<file path="src/rtl/apb_pkg.sv">
// Shared APB requester types and helpers, used by the RTL and the testbench.
package apb_pkg;

    // Requester FSM states.
    typedef enum logic [1:0] {
        StIdle   = 2'd0,
        StSetup  = 2'd1,
        StAccess = 2'd2,
        StResp   = 2'd3
    } apb_req_state_e;

    // Response codes returned on rsp_code.
    typedef enum logic [1:0] {
        RspOk      = 2'd0,
        RspSlvErr  = 2'd1,
        RspDecErr  = 2'd2,
        RspTimeout = 2'd3
    } apb_rsp_code_e;

    // Completer index = top sel_bits of an addr_width-bit byte address.
    function automatic int unsigned addr_to_idx(input logic [63:0] addr,
                                                input int unsigned addr_width,
                                                input int unsigned sel_bits);
        logic [63:0] shifted;
        logic [63:0] mask;
        shifted = addr >> (addr_width - sel_bits);
        mask    = (64'd1 << sel_bits) - 64'd1;
        return 32'(shifted & mask);
    endfunction

endpackage

</file>
<file path="src/rtl/apb_requester_if.sv">
// Command/response channels plus the shared APB bus of the requester.
interface apb_requester_if
    import apb_pkg::*;
#(
    parameter int unsigned ADDR_WIDTH     = 32,
    parameter int unsigned DATA_WIDTH     = 32,
    parameter int unsigned NUM_COMPLETERS = 4
);
    localparam int unsigned STRB_WIDTH = DATA_WIDTH / 8;

    // Command channel
    logic                                 cmd_valid;
    logic                                 cmd_ready;
    logic                                 cmd_write;
    logic [ADDR_WIDTH-1:0]                cmd_addr;
    logic [DATA_WIDTH-1:0]                cmd_wdata;
    logic [STRB_WIDTH-1:0]                cmd_strb;
    logic [2:0]                           cmd_prot;

    // Response channel
    logic                                 rsp_valid;
    logic                                 rsp_ready;
    logic [DATA_WIDTH-1:0]                rsp_rdata;
    logic                                 rsp_err;
    apb_rsp_code_e                        rsp_code;

    // APB bus
    logic [NUM_COMPLETERS-1:0]            psel;
    logic                                 penable;
    logic                                 pwrite;
    logic [ADDR_WIDTH-1:0]                paddr;
    logic [DATA_WIDTH-1:0]                pwdata;
    logic [STRB_WIDTH-1:0]                pstrb;
    logic [2:0]                           pprot;
    logic [NUM_COMPLETERS*DATA_WIDTH-1:0] prdata;
    logic [NUM_COMPLETERS-1:0]            pready;
    logic [NUM_COMPLETERS-1:0]            pslverr;

    // Requester side
    modport master (
        input  cmd_valid, cmd_write, cmd_addr, cmd_wdata, cmd_strb, cmd_prot,
        input  rsp_ready, prdata, pready, pslverr,
        output cmd_ready, rsp_valid, rsp_rdata, rsp_err, rsp_code,
        output psel, penable, pwrite, paddr, pwdata, pstrb, pprot
    );

    // Environment side: command source, response sink and completers
    modport slave (
        output cmd_valid, cmd_write, cmd_addr, cmd_wdata, cmd_strb, cmd_prot,
        output rsp_ready, prdata, pready, pslverr,
        input  cmd_ready, rsp_valid, rsp_rdata, rsp_err, rsp_code,
        input  psel, penable, pwrite, paddr, pwdata, pstrb, pprot
    );

endinterface

</file>
<file path="src/rtl/apb_addr_decode.sv">
// Combinational address decode: completer index, index-in-range and alignment.
module apb_addr_decode
    import apb_pkg::*;
#(
    parameter int unsigned ADDR_WIDTH     = 32,
    parameter int unsigned DATA_WIDTH     = 32,
    parameter int unsigned NUM_COMPLETERS = 4,
    parameter int unsigned SEL_BITS       = 2
) (
    input  logic [ADDR_WIDTH-1:0] addr,
    output logic [SEL_BITS-1:0]   idx,
    output logic                  hit,
    output logic                  aligned
);
    localparam int unsigned ALIGN_BITS = $clog2(DATA_WIDTH / 8);

    assign idx = SEL_BITS'(addr_to_idx(64'(addr), ADDR_WIDTH, SEL_BITS));
    assign hit = (32'(idx) < NUM_COMPLETERS);

    // Byte-wide buses have no alignment constraint.
    if (ALIGN_BITS == 0) begin : g_byte
        assign aligned = 1'b1;
    end else begin : g_wide
        assign aligned = (addr[ALIGN_BITS-1:0] == '0);
    end

endmodule

</file>
<file path="src/rtl/apb_requester.sv">
// APB requester: one outstanding command at a time, decoded onto NUM_COMPLETERS
// PSEL lines, result returned on a valid/ready response channel.
// Optional wait-state timeout enabled by defining APB_REQ_TIMEOUT_EN.
module apb_requester
    import apb_pkg::*;
#(
    parameter int unsigned ADDR_WIDTH     = 32,
    parameter int unsigned DATA_WIDTH     = 32,
    parameter int unsigned NUM_COMPLETERS = 4,
    parameter int unsigned SEL_BITS       = 2,
    parameter int unsigned TIMEOUT_CYCLES = 16
) (
    input  logic          pclk,
    input  logic          preset,
    apb_requester_if.master bus
);
    localparam int unsigned STRB_WIDTH = DATA_WIDTH / 8;

    apb_req_state_e            state_q, state_d;
    logic [SEL_BITS-1:0]       idx_q, idx_d;
    logic [NUM_COMPLETERS-1:0] psel_q, psel_d;
    logic                      penable_q, penable_d;
    logic                      pwrite_q, pwrite_d;
    logic [ADDR_WIDTH-1:0]     paddr_q, paddr_d;
    logic [DATA_WIDTH-1:0]     pwdata_q, pwdata_d;
    logic [STRB_WIDTH-1:0]     pstrb_q, pstrb_d;
    logic [2:0]                pprot_q, pprot_d;
    logic                      rsp_valid_q, rsp_valid_d;
    logic [DATA_WIDTH-1:0]     rsp_rdata_q, rsp_rdata_d;
    logic                      rsp_err_q, rsp_err_d;
    apb_rsp_code_e             rsp_code_q, rsp_code_d;

    logic [SEL_BITS-1:0]       dec_idx;
    logic                      dec_hit;
    logic                      dec_aligned;
    logic                      sel_ready;
    logic                      sel_err;
    logic [DATA_WIDTH-1:0]     sel_rdata;
    logic                      tmo_expire;

    apb_addr_decode #(
        .ADDR_WIDTH     (ADDR_WIDTH),
        .DATA_WIDTH     (DATA_WIDTH),
        .NUM_COMPLETERS (NUM_COMPLETERS),
        .SEL_BITS       (SEL_BITS)
    ) u_decode (
        .addr    (bus.cmd_addr),
        .idx     (dec_idx),
        .hit     (dec_hit),
        .aligned (dec_aligned)
    );

    // Only the selected completer's handshake and data are looked at.
    assign sel_ready = bus.pready[idx_q];
    assign sel_err   = bus.pslverr[idx_q];
    assign sel_rdata = bus.prdata[idx_q*DATA_WIDTH +: DATA_WIDTH];

`ifdef APB_REQ_TIMEOUT_EN
    localparam int unsigned CNT_WIDTH = $clog2(TIMEOUT_CYCLES + 1);

    logic [CNT_WIDTH-1:0] tmo_cnt_q, tmo_cnt_d;

    // Expiry is the stalled ACCESS cycle that would bring the count to TIMEOUT_CYCLES.
    assign tmo_expire = (tmo_cnt_q == CNT_WIDTH'(TIMEOUT_CYCLES - 1));

    // Count stalled ACCESS cycles; cleared while in SETUP so each ACCESS starts at 0.
    always_comb begin
        tmo_cnt_d = tmo_cnt_q;
        if (state_q == StSetup) begin
            tmo_cnt_d = '0;
        end else if (state_q == StAccess && !sel_ready) begin
            tmo_cnt_d = tmo_cnt_q + 1'b1;
        end
    end

    // Timeout counter register.
    always_ff @(posedge pclk or posedge preset) begin
        if (preset) begin
            tmo_cnt_q <= '0;
        end else begin
            tmo_cnt_q <= tmo_cnt_d;
        end
    end
`else
    assign tmo_expire = 1'b0;
`endif

    // Next-state and registered-output logic of the transfer FSM.
    always_comb begin
        state_d     = state_q;
        idx_d       = idx_q;
        psel_d      = psel_q;
        penable_d   = penable_q;
        pwrite_d    = pwrite_q;
        paddr_d     = paddr_q;
        pwdata_d    = pwdata_q;
        pstrb_d     = pstrb_q;
        pprot_d     = pprot_q;
        rsp_valid_d = rsp_valid_q;
        rsp_rdata_d = rsp_rdata_q;
        rsp_err_d   = rsp_err_q;
        rsp_code_d  = rsp_code_q;

        unique case (state_q)
            StIdle: begin
                if (bus.cmd_valid) begin
                    if (!dec_aligned || !dec_hit) begin
                        // Rejected locally; the bus is never touched.
                        state_d     = StResp;
                        rsp_valid_d = 1'b1;
                        rsp_err_d   = 1'b1;
                        rsp_code_d  = RspDecErr;
                        rsp_rdata_d = '0;
                    end else begin
                        state_d   = StSetup;
                        idx_d     = dec_idx;
                        for (int i = 0; i < NUM_COMPLETERS; i++) begin
                            psel_d[i] = (SEL_BITS'(i) == dec_idx);
                        end
                        penable_d = 1'b0;
                        pwrite_d  = bus.cmd_write;
                        paddr_d   = bus.cmd_addr;
                        pwdata_d  = bus.cmd_wdata;
                        pstrb_d   = bus.cmd_write ? bus.cmd_strb : '0;
                        pprot_d   = bus.cmd_prot;
                    end
                end
            end
            StSetup: begin
                penable_d = 1'b1;
                state_d   = StAccess;
            end
            StAccess: begin
                // A pready in the expiry cycle still completes normally.
                if (sel_ready) begin
                    state_d     = StResp;
                    psel_d      = '0;
                    penable_d   = 1'b0;
                    rsp_valid_d = 1'b1;
                    rsp_err_d   = sel_err;
                    rsp_code_d  = sel_err ? RspSlvErr : RspOk;
                    rsp_rdata_d = (sel_err || pwrite_q) ? '0 : sel_rdata;
                end else if (tmo_expire) begin
                    state_d     = StResp;
                    psel_d      = '0;
                    penable_d   = 1'b0;
                    rsp_valid_d = 1'b1;
                    rsp_err_d   = 1'b1;
                    rsp_code_d  = RspTimeout;
                    rsp_rdata_d = '0;
                end
            end
            StResp: begin
                if (bus.rsp_ready) begin
                    rsp_valid_d = 1'b0;
                    state_d     = StIdle;
                end
            end
            default: state_d = StIdle;
        endcase
    end

    // State and output registers; reset drops psel/penable immediately.
    always_ff @(posedge pclk or posedge preset) begin
        if (preset) begin
            state_q     <= StIdle;
            idx_q       <= '0;
            psel_q      <= '0;
            penable_q   <= 1'b0;
            pwrite_q    <= 1'b0;
            paddr_q     <= '0;
            pwdata_q    <= '0;
            pstrb_q     <= '0;
            pprot_q     <= '0;
            rsp_valid_q <= 1'b0;
            rsp_rdata_q <= '0;
            rsp_err_q   <= 1'b0;
            rsp_code_q  <= RspOk;
        end else begin
            state_q     <= state_d;
            idx_q       <= idx_d;
            psel_q      <= psel_d;
            penable_q   <= penable_d;
            pwrite_q    <= pwrite_d;
            paddr_q     <= paddr_d;
            pwdata_q    <= pwdata_d;
            pstrb_q     <= pstrb_d;
            pprot_q     <= pprot_d;
            rsp_valid_q <= rsp_valid_d;
            rsp_rdata_q <= rsp_rdata_d;
            rsp_err_q   <= rsp_err_d;
            rsp_code_q  <= rsp_code_d;
        end
    end

    assign bus.cmd_ready = (state_q == StIdle);
    assign bus.psel      = psel_q;
    assign bus.penable   = penable_q;
    assign bus.pwrite    = pwrite_q;
    assign bus.paddr     = paddr_q;
    assign bus.pwdata    = pwdata_q;
    assign bus.pstrb     = pstrb_q;
    assign bus.pprot     = pprot_q;
    assign bus.rsp_valid = rsp_valid_q;
    assign bus.rsp_rdata = rsp_rdata_q;
    assign bus.rsp_err   = rsp_err_q;
    assign bus.rsp_code  = rsp_code_q;

endmodule
</file>
<file path="src/flat_wrapper.sv">
// flat-port wrapper written by rule: the top's interface ports become plain ports
module apb_requester_flat import apb_pkg::*;
#(
    parameter int unsigned ADDR_WIDTH     = 32,
    parameter int unsigned DATA_WIDTH     = 32,
    parameter int unsigned NUM_COMPLETERS = 4,
    parameter int unsigned SEL_BITS       = 2,
    parameter int unsigned TIMEOUT_CYCLES = 16
)
  (pclk, preset, bus_cmd_valid, bus_cmd_write, bus_cmd_addr, bus_cmd_wdata, bus_cmd_strb, bus_cmd_prot, bus_rsp_ready, bus_prdata, bus_pready, bus_pslverr, bus_cmd_ready, bus_rsp_valid, bus_rsp_rdata, bus_rsp_err, bus_rsp_code, bus_psel, bus_penable, bus_pwrite, bus_paddr, bus_pwdata, bus_pstrb, bus_pprot);
  apb_requester_if #(.ADDR_WIDTH(ADDR_WIDTH), .DATA_WIDTH(DATA_WIDTH), .NUM_COMPLETERS(NUM_COMPLETERS)) bus_i ();
  input  logic pclk;
  input  logic preset;
  input wire logic [$bits(bus_i.cmd_valid)-1:0] bus_cmd_valid;
  input wire logic [$bits(bus_i.cmd_write)-1:0] bus_cmd_write;
  input wire logic [$bits(bus_i.cmd_addr)-1:0] bus_cmd_addr;
  input wire logic [$bits(bus_i.cmd_wdata)-1:0] bus_cmd_wdata;
  input wire logic [$bits(bus_i.cmd_strb)-1:0] bus_cmd_strb;
  input wire logic [$bits(bus_i.cmd_prot)-1:0] bus_cmd_prot;
  input wire logic [$bits(bus_i.rsp_ready)-1:0] bus_rsp_ready;
  input wire logic [$bits(bus_i.prdata)-1:0] bus_prdata;
  input wire logic [$bits(bus_i.pready)-1:0] bus_pready;
  input wire logic [$bits(bus_i.pslverr)-1:0] bus_pslverr;
  output wire logic [$bits(bus_i.cmd_ready)-1:0] bus_cmd_ready;
  output wire logic [$bits(bus_i.rsp_valid)-1:0] bus_rsp_valid;
  output wire logic [$bits(bus_i.rsp_rdata)-1:0] bus_rsp_rdata;
  output wire logic [$bits(bus_i.rsp_err)-1:0] bus_rsp_err;
  output wire logic [$bits(bus_i.rsp_code)-1:0] bus_rsp_code;
  output wire logic [$bits(bus_i.psel)-1:0] bus_psel;
  output wire logic [$bits(bus_i.penable)-1:0] bus_penable;
  output wire logic [$bits(bus_i.pwrite)-1:0] bus_pwrite;
  output wire logic [$bits(bus_i.paddr)-1:0] bus_paddr;
  output wire logic [$bits(bus_i.pwdata)-1:0] bus_pwdata;
  output wire logic [$bits(bus_i.pstrb)-1:0] bus_pstrb;
  output wire logic [$bits(bus_i.pprot)-1:0] bus_pprot;
  assign bus_i.cmd_valid = bus_cmd_valid;
  assign bus_i.cmd_write = bus_cmd_write;
  assign bus_i.cmd_addr = bus_cmd_addr;
  assign bus_i.cmd_wdata = bus_cmd_wdata;
  assign bus_i.cmd_strb = bus_cmd_strb;
  assign bus_i.cmd_prot = bus_cmd_prot;
  assign bus_i.rsp_ready = bus_rsp_ready;
  assign bus_i.prdata = bus_prdata;
  assign bus_i.pready = bus_pready;
  assign bus_i.pslverr = bus_pslverr;
  assign bus_cmd_ready = bus_i.cmd_ready;
  assign bus_rsp_valid = bus_i.rsp_valid;
  assign bus_rsp_rdata = bus_i.rsp_rdata;
  assign bus_rsp_err = bus_i.rsp_err;
  assign bus_rsp_code = bus_i.rsp_code;
  assign bus_psel = bus_i.psel;
  assign bus_penable = bus_i.penable;
  assign bus_pwrite = bus_i.pwrite;
  assign bus_paddr = bus_i.paddr;
  assign bus_pwdata = bus_i.pwdata;
  assign bus_pstrb = bus_i.pstrb;
  assign bus_pprot = bus_i.pprot;
  apb_requester #(.ADDR_WIDTH(ADDR_WIDTH), .DATA_WIDTH(DATA_WIDTH), .NUM_COMPLETERS(NUM_COMPLETERS), .SEL_BITS(SEL_BITS), .TIMEOUT_CYCLES(TIMEOUT_CYCLES)) u_core (.pclk(pclk), .preset(preset), .bus(bus_i));
endmodule
</file>
<file path="config.mk">
export PLATFORM = sky130hd
export DESIGN_NAME = apb_requester_flat
export DESIGN_NICKNAME = d
export VERILOG_FILES = /design/src/rtl/apb_pkg.sv /design/src/rtl/apb_requester_if.sv /design/src/rtl/apb_addr_decode.sv /design/src/rtl/apb_requester.sv /design/src/flat_wrapper.sv
export SDC_FILE = /design/constraint.sdc
export NUM_CORES = 1
export LEC_CHECK = 0
export CORE_AREA = 2 2 126 128
export DETAILED_ROUTE_END_ITERATION = 12
export DIE_AREA = 0 0 128 130
export PLACE_DENSITY = 0.78
export SLEW_MARGIN = 15
export SYNTH_ARGS = -nofsm -noshare
export SYNTH_HDL_FRONTEND = slang
export SYNTH_HIERARCHICAL = 1
export SYNTH_SLANG_ARGS = --single-unit
export TNS_END_PERCENT = 20
</file>
<file path="constraint.sdc">
create_clock -name pclk -period 10.5 [get_ports pclk]
set_clock_uncertainty 0.1 [all_clocks]
set_input_delay 2.1 -clock pclk [delete_from_list [all_inputs] [get_ports pclk]]
set_output_delay 2.1 -clock pclk [all_outputs]
set_load 0.05 [all_outputs]
</file>
==> results of run 1 <==
==> stage by stage <==
| step | cells | utilization | setup slack (ps) |
|---|---|---|---|
| floorplan | 502 | - | 5200 |
| global placement | 989 | 0.575 | 5980 |
| detailed placement | 989 | 0.575 | 5980 |
| CTS | 1021 | 0.615 | 6170 |
| global route | 1021 | 0.615 | 6090 |
| finish | 1021 | 0.615 | 6190 |
==> flip-flops by register name (all words and copies together), names as in the netlist <==
register / count
u_core/bus.pprot: 3
u_core/bus.rsp_rdata: 32
u_core/bus.rsp_err: 1
u_core/idx_q: 2
u_core/bus.pwrite: 1
u_core/bus.pstrb: 4
u_core/bus.rsp_valid: 1
u_core/bus.pwdata: 32
u_core/bus.rsp_code: 2
u_core/bus.paddr: 32
u_core/state_q: 2
u_core/bus.psel: 4
u_core/bus.penable: 1
==> final cells by class <==
| class | count | area share |
|---|---|---|
| inverter | 9 | 0.00382 |
| timing repair buffer | 332 | 0.348 |
| multi-input combinational | 339 | 0.248 |
| clock inverter | 13 | 0.0182 |
| clock buffer | 19 | 0.0477 |
| tap | 192 | 0.0253 |
| sequential | 117 | 0.309 |
==> critical path: stages, from the launching register on <==
cell and delay (ps):
dfrtp_1 420, inv_1 140, ha_1 300, clkdlybuf4s50_1 840
==> cells in the mapped netlist, types with 3 or more instances <==
library cell and number:
nand2_1 222, dfrtp_1 117, mux4_2 32, a32o_1 31
clkbuf_1 17, inv_1 8, buf_2 7, mux2_1 7
ha_1 6, mux2i_1 6, buf_4 5, o21ai_0 5
buf_1 4, buf_6 4, nor3b_1 3
==> path summary, 6_finish.rpt <==
path / endpoint / depth (start not counted) / startpoint
min in group asynchronous: u_core/bus.pprot[1]$_DFFE_PP0P_ / 2 / preset
worst min-delay path: u_core/bus.pwdata[5]$_DFFE_PP0P_ / 2 / u_core/bus.pwdata[5]$_DFFE_PP0P_
worst min register to register: u_core/bus.pwdata[5]$_DFFE_PP0P_ / 2 / u_core/bus.pwdata[5]$_DFFE_PP0P_
max in group asynchronous: u_core/idx_q[0]$_DFFE_PP0P_ / 3 / preset
worst max register to register: u_core/bus.rsp_rdata[2]$_DFFE_PP0P_ / 7 / u_core/state_q[0]$_DFFE_PP0P_
worst max-delay path: bus_cmd_ready / 3 / u_core/state_q[1]$_DFFE_PP0P_
==> cells by family after synthesis <==
group                    Yosys count  synth area share
flip-flops                       117             0.531
buffers and inverters             46            0.0418
AND/OR/NAND/NOR                  240             0.174
adder cells (fa/ha/maj)            6            0.0136
multiplexers                      47             0.161
AO/OA/AOI/OAI                     45            0.0781
other                              1          0.000681
==> report_power, final <==
group	internal, mW	switching, mW
clock	0.389	0.219
combinational	0.634	1.08
sequential	0.646	0.122
total	1.67	1.42
==> metal layers <==
| layer | vias up | routed length [µm] | track usage |
|---|---|---|---|
| met1 | 2408 | 6690 | 0.240 |
| met4 | 0 | 452 | 0.0789 |
| met5 | - | 0 | 0 |
| li1 | 2353 | - | - |
| met2 | 232 | 9170 | 0.377 |
| met3 | 35 | 1840 | 0.0910 |
==> flow_metrics.py, run 1 <==
metrics = {
    "status": {
        "status": "finished, final reports clean",
    },
    "die": {
        "die_w_um": 128,
        "initial_utilization": 0.357,
        "core-area_um2": 15400,
        "io-pin-count": 326,
        "dieArea_um2": 16600,
        "fp-row-count": 46,
        "die_y_um": 130,
    },
    "drt": {
        "antenna_left": 0,
        "routed_wl_mm": 18.2,
        "drtIter0Drc": 227,
        "num_vias": 5028,
        "wl_per_cell_um": 17.8,
        "vias_per_cell": 4.92,
        "firstDrtPassIters": 4,
        "drc": 0,
    },
    "layout": {
        "drive_above_1_share": 0.0965,
        "diodes": 0,
        "syn2layout_area_growth_pct": 72.2,
        "mostFrequentLayoutCell": "clkdlybuf4s50_1",
        "final_cell_mix": "clkdlybuf4s50_1 (325), nand2_1 (222), dfrtp_1 (116)",
        "nets": 1034,
        "seqCellArea_um2": 2930,
        "fillers": 1257,
        "design_area_um2": 9490,
        "multi_input_area_um2": 2350,
    },
    "grt": {
        "grt_pass1_vias": 5164,
        "grt_pass1_wl_mm": 27.5,
        "antenna_found_initial": 0,
        "grtUsageTotal": 0.217,
        "overflow": 0,
        "grt_max_degree": 79,
    },
    "pwr": {
        "p_leak_nw": 4.20,
        "finalPower_mw": 3.09,
        "power-per-cell-area_nw_per_um2": 326,
        "ir_drop_mv": 0.197,
    },
    "cts": {
        "post_cts_buffers": 0,
        "root_buffer": "clkbuf_16",
        "clock-sinks": 117,
        "cts_tree": "done",
        "cts_buffer_depth": 2,
        "holdBufCountCts": 0,
        "cts_buffers": 17,
        "post_cts_resized": 0,
        "cts.clk_slew.worst_paths_ps": 60,
        "clk-insertion-delay-late_ps": 410,
        "cts.htree.levels": 4,
    },
    "worst_setup_path": {
        "cp_max_fo": 6,
        "cp.arrival_ps": 2110,
        "reg2reg_slack_ps": 7560,
        "crit_path_start_kind": "flop",
        "cp-end-kind": "primary output",
        "cp.required_ps": 8300,
        "crit_type": "flop to primary output",
    },
    "sta": {
        "setup_tns_ps": 0,
        "slew-limit-headroom": 0.340,
        "fin_crit_sh": 0.411,
        "min_period_ps": 4310,
        "fmax_mhz": 232,
        "rsz0062_at_grt": "no",
        "drv_slew": 0,
        "whs_ps": 372,
        "setup_violations": 0,
        "finalHoldViolations": 0,
        "tightest_slew_ps": 987,
    },
    "placed_design": {
        "dpl_cell_area_um2": 8860,
        "io_buffers": 325,
        "gp_congestion": 0.750,
        "dp_hpwl_mm": 13.3,
    },
    "yosys": {
        "synth_ff_type": "dfrtp_1",
        "yosys_warnings": 6,
        "ys_async_sr_fraction": 1.00,
        "synth_edf_count": 0,
        "netlist_top_cells_area": "dfrtp_1 (53%), nand2_1 (15%), mux4_2 (13%), a32o_1 (5.6%), mux2_1 (1.4%)",
        "ys_ff_latch": 117,
        "synth_top_area_frac": 0.531,
        "yosysSeqAreaShare": 0.531,
        "yosysTopAreaCell": "dfrtp_1",
        "synth_area_per_cell_um2": 11.0,
        "netlist_instances": 502,
        "ys_types": 37,
        "synth_area_um2": 5510,
        "syn_nets": 720,
    },
    "job": {
        "maxCapViolations": 0,
    },
    "hold_path": {
        "hold_class": "flop to flop",
    },
}
Note: power is estimated with default switching activity, not from simulation.
==> run 2: changes to the inputs <==
--- a/config.mk
+++ b/config.mk
@@ -5,10 +5,9 @@
 export SDC_FILE = /design/constraint.sdc
 export NUM_CORES = 1
 export LEC_CHECK = 0
-export CORE_AREA = 2 2 126 128
+export CORE_UTILIZATION = 34
 export DETAILED_ROUTE_END_ITERATION = 12
-export DIE_AREA = 0 0 128 130
-export PLACE_DENSITY = 0.78
+export PLACE_DENSITY = 0.77
 export SLEW_MARGIN = 15
 export SYNTH_ARGS = -nofsm -noshare
 export SYNTH_HDL_FRONTEND = slang
==> constraint.sdc (replaced) <==
create_clock -name pclk -period 3.81 [get_ports pclk]
set_clock_uncertainty 0.1 [all_clocks]
set_input_delay 0.762 -clock pclk [delete_from_list [all_inputs] [get_ports pclk]]
set_output_delay 0.762 -clock pclk [all_outputs]
set_load 0.05 [all_outputs]
==> flow_metrics.py, run 2 (synthesis results as in run 1) <==
metrics = {
    "sta": {
        "fmax_mhz": 337,
        "setup_violations": 0,
        "drv_slew": 0,
        "tightest_slew_ps": 1130,
        "setup_tns_ps": 0,
        "finalHoldViolations": 0,
        "slew-limit-headroom": 0.242,
        "fin_crit_sh": 0.778,
        "min_period_ps": 2970,
        "rsz0062_at_grt": "no",
    },
    "layout": {
        "fillers": 1348,
        "nets": 1035,
        "seqCellArea_um2": 2930,
        "drive_above_1_share": 0.0976,
        "syn2layout_area_growth_pct": 72.6,
        "final_cell_mix": "clkdlybuf4s50_1 (325), nand2_1 (222), dfrtp_1 (116)",
        "mostFrequentLayoutCell": "clkdlybuf4s50_1",
        "multi_input_area_um2": 2350,
        "final_cells": 1047,
    },
    "die": {
        "dieArea_um2": 16700,
        "core-area_um2": 15800,
        "fp-row-count": 46,
        "die_w_um": 129,
        "io-pin-count": 326,
        "die_y_um": 129,
        "initial_utilization": 0.348,
    },
    "cts": {
        "holdBufCountCts": 0,
        "cts.htree.levels": 4,
        "cts.clk_slew.worst_paths_ps": 50,
        "post_cts_resized": 0,
        "root_buffer": "clkbuf_16",
        "post_cts_buffers": 0,
        "cts_tree": "done",
        "cts_buffer_depth": 2,
        "cts_buffers": 17,
        "clock-sinks": 117,
        "clk-insertion-delay-late_ps": 410,
    },
    "drt": {
        "drtIter0Drc": 246,
        "num_vias": 5020,
        "vias_per_cell": 4.79,
        "drc": 0,
        "firstDrtPassIters": 4,
        "antenna_left": 0,
        "wl_per_cell_um": 17.4,
        "routed_wl_mm": 18.2,
    },
    "worst_setup_path": {
        "reg2reg_depth": 6,
        "cp-end-kind": "primary output",
        "crit_type": "flop to primary output",
        "cp.arrival_ps": 2100,
        "r2r-start": "u_core/state_q[0]$_DFFE_PP0P_",
        "cp_max_fo": 6,
        "crit_path_start_kind": "flop",
        "cp.required_ps": 2950,
        "cp-startpoint": "u_core/state_q[1]$_DFFE_PP0P_",
    },
    "placed_design": {
        "io_buffers": 325,
        "place_inst": 1014,
        "gp_congestion": 0.771,
        "dp_hpwl_mm": 13.5,
    },
    "grt": {
        "grt_max_degree": 118,
        "grtUsageTotal": 0.219,
        "grt_pass1_wl_mm": 27.3,
        "overflow": 0,
        "grt_pass1_vias": 5127,
        "antenna_found_initial": 0,
    },
    "hold_path": {
        "min_from": "u_core/bus.paddr[28]$_DFFE_PP0P_",
        "hold_depth": 2,
        "hold_class": "flop to flop",
    },
    "pwr": {
        "power-per-cell-area_nw_per_um2": 887,
        "p_leak_nw": 4.18,
        "ir_drop_mv": 0.613,
    },
    "job": {
        "maxCapViolations": 0,
    },
    "status": {
        "status": "finished, final reports clean",
    },
}
## run 2: final timing paths
check	to	slack (ps)
setup / recovery	bus_cmd_ready	840
hold / removal	u_core/bus.paddr[28]$_DFFE_PP0P_	370
setup reg to reg	u_core/bus.rsp_rdata[26]$_DFFE_PP0P_	1040
hold reg to reg	u_core/bus.paddr[28]$_DFFE_PP0P_	370
max in group asynchronous	u_core/bus.paddr[18]$_DFFE_PP0P_	2320
min in group asynchronous	u_core/bus.pwdata[24]$_DFFE_PP0P_	780
## run 2: per-layer routing
layer / share of wire / routed length (µm) / vias up / track usage
met5: 0 / 0 / - / 0
met4: 0.023 / 418 / 0 / 0.0969
met3: 0.099 / 1810 / 22 / 0.0797
met1: 0.36 / 6500 / 2416 / 0.231
li1: - / - / 2355 / -
met2: 0.52 / 9510 / 227 / 0.391
## run 2: report_power, final
group | switching (mW) | leakage (nW) | total [mW] | internal [mW]
Combinational | 2.96 | 2.37 | 4.73 | 1.76
Sequential | 0.367 | 1.54 | 2.15 | 1.78
Clock | 0.595 | 0.272 | 1.56 | 0.963
## run 2: cell type report
type	instances	share of cell area
antenna	1	0.000263
clock buffer	17	0.0447
clock inverter	15	0.0164
inverter	9	0.00395
multi-input combinational	339	0.247
sequential	117	0.308
tap	216	0.0284
timing repair buffer	333	0.351
## run 2: per-stage QoR
stage          power, mW  setup slack (ps)  area (µm²)  utilization  hold slack (ps)
6_report            8.43               845        9510        0.601              369
3_3_place_gp        6.86               742        8930        0.564              357
5_1_grt             8.83               741        9510        0.601              391
4_1_cts             8.51               803        9510        0.601              375
3_5_place_dp        6.91               692        8930        0.564              361
2_1_floorplan       5.24              1520        5510            -              503
## run 2: critical path, cell delays in order, from the launching register on
cell and delay, ps:
dfrtp_1 410, inv_1 140, ha_1 290, clkdlybuf4s50_1 850
==> run 3: changes to the inputs <==
--- a/config.mk
+++ b/config.mk
@@ -5,9 +5,10 @@
 export SDC_FILE = /design/constraint.sdc
 export NUM_CORES = 1
 export LEC_CHECK = 0
-export CORE_UTILIZATION = 34
+export CORE_AREA = 2 2 128 130
 export DETAILED_ROUTE_END_ITERATION = 12
-export PLACE_DENSITY = 0.77
+export DIE_AREA = 0 0 130 132
+export PLACE_DENSITY = 0.76
 export SLEW_MARGIN = 15
 export SYNTH_ARGS = -nofsm -noshare
 export SYNTH_HDL_FRONTEND = slang
==> constraint.sdc (replaced) <==
create_clock -name pclk -period 3 [get_ports pclk]
set_clock_uncertainty 0.1 [all_clocks]
set_input_delay 0.6 -clock pclk [delete_from_list [all_inputs] [get_ports pclk]]
set_output_delay 0.6 -clock pclk [all_outputs]
set_load 0.05 [all_outputs]
==> flow_metrics.py, run 3 (synthesis results as in run 1) <==
metrics = {
    "worst_setup_path": {
        "cp.required_ps": 2300,
        "cp-end-kind": "primary output",
        "cp_max_fo": 6,
        "critPathSlowestCell": "clkdlybuf4s50_1",
        "crit_path_start_kind": "flop",
        "path_cells": "inv_1 > ha_1 > clkdlybuf4s50_1",
        "crit_type": "flop to primary output",
        "reg2reg_depth": 6,
        "cp.arrival_ps": 2070,
        "cpPeakStageDelay_ps": 850,
    },
    "layout": {
        "diodes": 0,
        "final_cells": 1049,
        "syn2layout_area_growth_pct": 73.3,
        "drive_above_1_share": 0.102,
        "nets": 1041,
        "final_cell_mix": "clkdlybuf4s50_1 (325), nand2_1 (222), dfrtp_1 (116)",
        "mostFrequentLayoutCell": "clkdlybuf4s50_1",
        "fillers": 1339,
    },
    "sta": {
        "drv_slew": 0,
        "rsz0062_at_grt": "no",
        "slew-limit-headroom": 0.246,
        "fmax_mhz": 360,
        "finalHoldViolations": 0,
        "min_period_ps": 2770,
        "setup_tns_ps": 0,
        "tightest_slew_ps": 1130,
        "setup_violations": 0,
        "fin_crit_sh": 0.925,
    },
    "hold_path": {
        "hold_class": "flop to flop",
        "hold_depth": 2,
    },
    "pwr": {
        "finalPower_mw": 10.7,
        "pwr-share-clk": 0.180,
        "switching_share": 0.459,
        "p_sw_mw": 4.92,
        "p_seq_frac": 0.249,
        "ir_drop_mv": 0.686,
        "p_leak_nw": 4.22,
        "power-per-cell-area_nw_per_um2": 1120,
        "p_comb_frac": 0.571,
        "p_int_mw": 5.79,
    },
    "placed_design": {
        "io_buffers": 325,
        "gp_congestion": 0.758,
        "place_inst": 1020,
        "dp_hpwl_mm": 13.8,
    },
    "drt": {
        "wl_per_cell_um": 17.2,
        "firstDrtPassIters": 4,
        "antenna_left": 0,
        "num_vias": 5012,
        "vias_per_cell": 4.78,
        "routed_wl_mm": 18.1,
        "drc": 0,
        "drtIter0Drc": 202,
    },
    "die": {
        "initial_utilization": 0.351,
        "die_y_um": 132,
        "io-pin-count": 326,
        "fp-row-count": 46,
        "dieArea_um2": 17200,
        "core-area_um2": 15700,
        "die_w_um": 130,
    },
    "status": {
        "status": "finished, final reports clean",
    },
    "cts": {
        "cts_buffer_depth": 2,
        "post_cts_buffers": 0,
        "holdBufCountCts": 0,
        "cts.clk_slew.worst_paths_ps": 50,
        "cts.htree.levels": 4,
        "cts_tree": "done",
        "root_buffer": "clkbuf_16",
        "post_cts_resized": 0,
        "clk-insertion-delay-late_ps": 400,
        "clock-sinks": 117,
        "cts_buffers": 17,
    },
    "grt": {
        "grt_pass1_vias": 5116,
        "grt_pass1_wl_mm": 27.3,
        "overflow": 0,
        "antenna_found_initial": 0,
        "grt_max_degree": 77,
        "grtUsageTotal": 0.208,
    },
    "job": {
        "maxCapViolations": 0,
    },
}
run 3: layout make-up:
cell class / instances / area [µm²] / share of cell area
tap: 216 / 270 / 0.0283
sequential: 117 / 2930 / 0.307
clock buffer: 19 / 453 / 0.0474
multi-input combinational: 339 / 2350 / 0.246
timing repair buffer: 339 / 3400 / 0.356
clock inverter: 10 / 109 / 0.0114
inverter: 9 / 37.5 / 0.00393
run 3: critical path, delay by kind of cell, from the launching register on:
kind,cells,cell delay (ps)
adders and majority gates,1,280
buffers and inverters,2,980
DFF,1,410
run 3: per-layer routing:
metal	vias to the layer above	track usage	routed length, µm
met3	34	0.0702	1670
met1	2391	0.233	6900
met2	228	0.355	8870
li1	2359	-	-
met5	-	0	0
met4	0	0.0926	624
run 3: power groups by stage:
stage	Clock (mW)	Combinational [mW]	Sequential, mW
6_report	1.93	6.12	2.67
5_1_grt	2.04	6.41	2.76
4_1_cts	1.97	6.18	2.67
3_5_place_dp	0	6.17	2.68
3_3_place_gp	0	6.10	2.66
2_1_floorplan	0	1.71	4.94
run 3: stage by stage:
| stage | setup WS, ps | hold slack (ps) | util | cell area, µm² |
|---|---|---|---|---|
| finish | 225 | 368 | 0.608 | 9550 |
| detailed placement | 102 | 361 | 0.572 | 8990 |
| CTS | 195 | 374 | 0.608 | 9550 |
| floorplan | 727 | 503 | - | 5510 |
| global placement | 123 | 357 | 0.572 | 8990 |
| global route | 52.7 | 390 | 0.608 | 9550 |
run 3: path summary, 6_finish.rpt:
path                                                   start                                  end  slack [ps]
setup / recovery               u_core/state_q[1]$_DFFE_PP0P_                        bus_cmd_ready         230
hold / removal             u_core/bus.pwdata[20]$_DFFE_PP0P_    u_core/bus.pwdata[20]$_DFFE_PP0P_         370
setup reg to reg               u_core/state_q[0]$_DFFE_PP0P_  u_core/bus.rsp_rdata[7]$_DFFE_PP0P_         290
hold reg to reg            u_core/bus.pwdata[20]$_DFFE_PP0P_    u_core/bus.pwdata[20]$_DFFE_PP0P_         370
max in group asynchronous                             preset       u_core/bus.rsp_err$_DFFE_PP0P_        1790
min in group asynchronous                             preset      u_core/bus.pstrb[1]$_DFFE_PP0P_         550
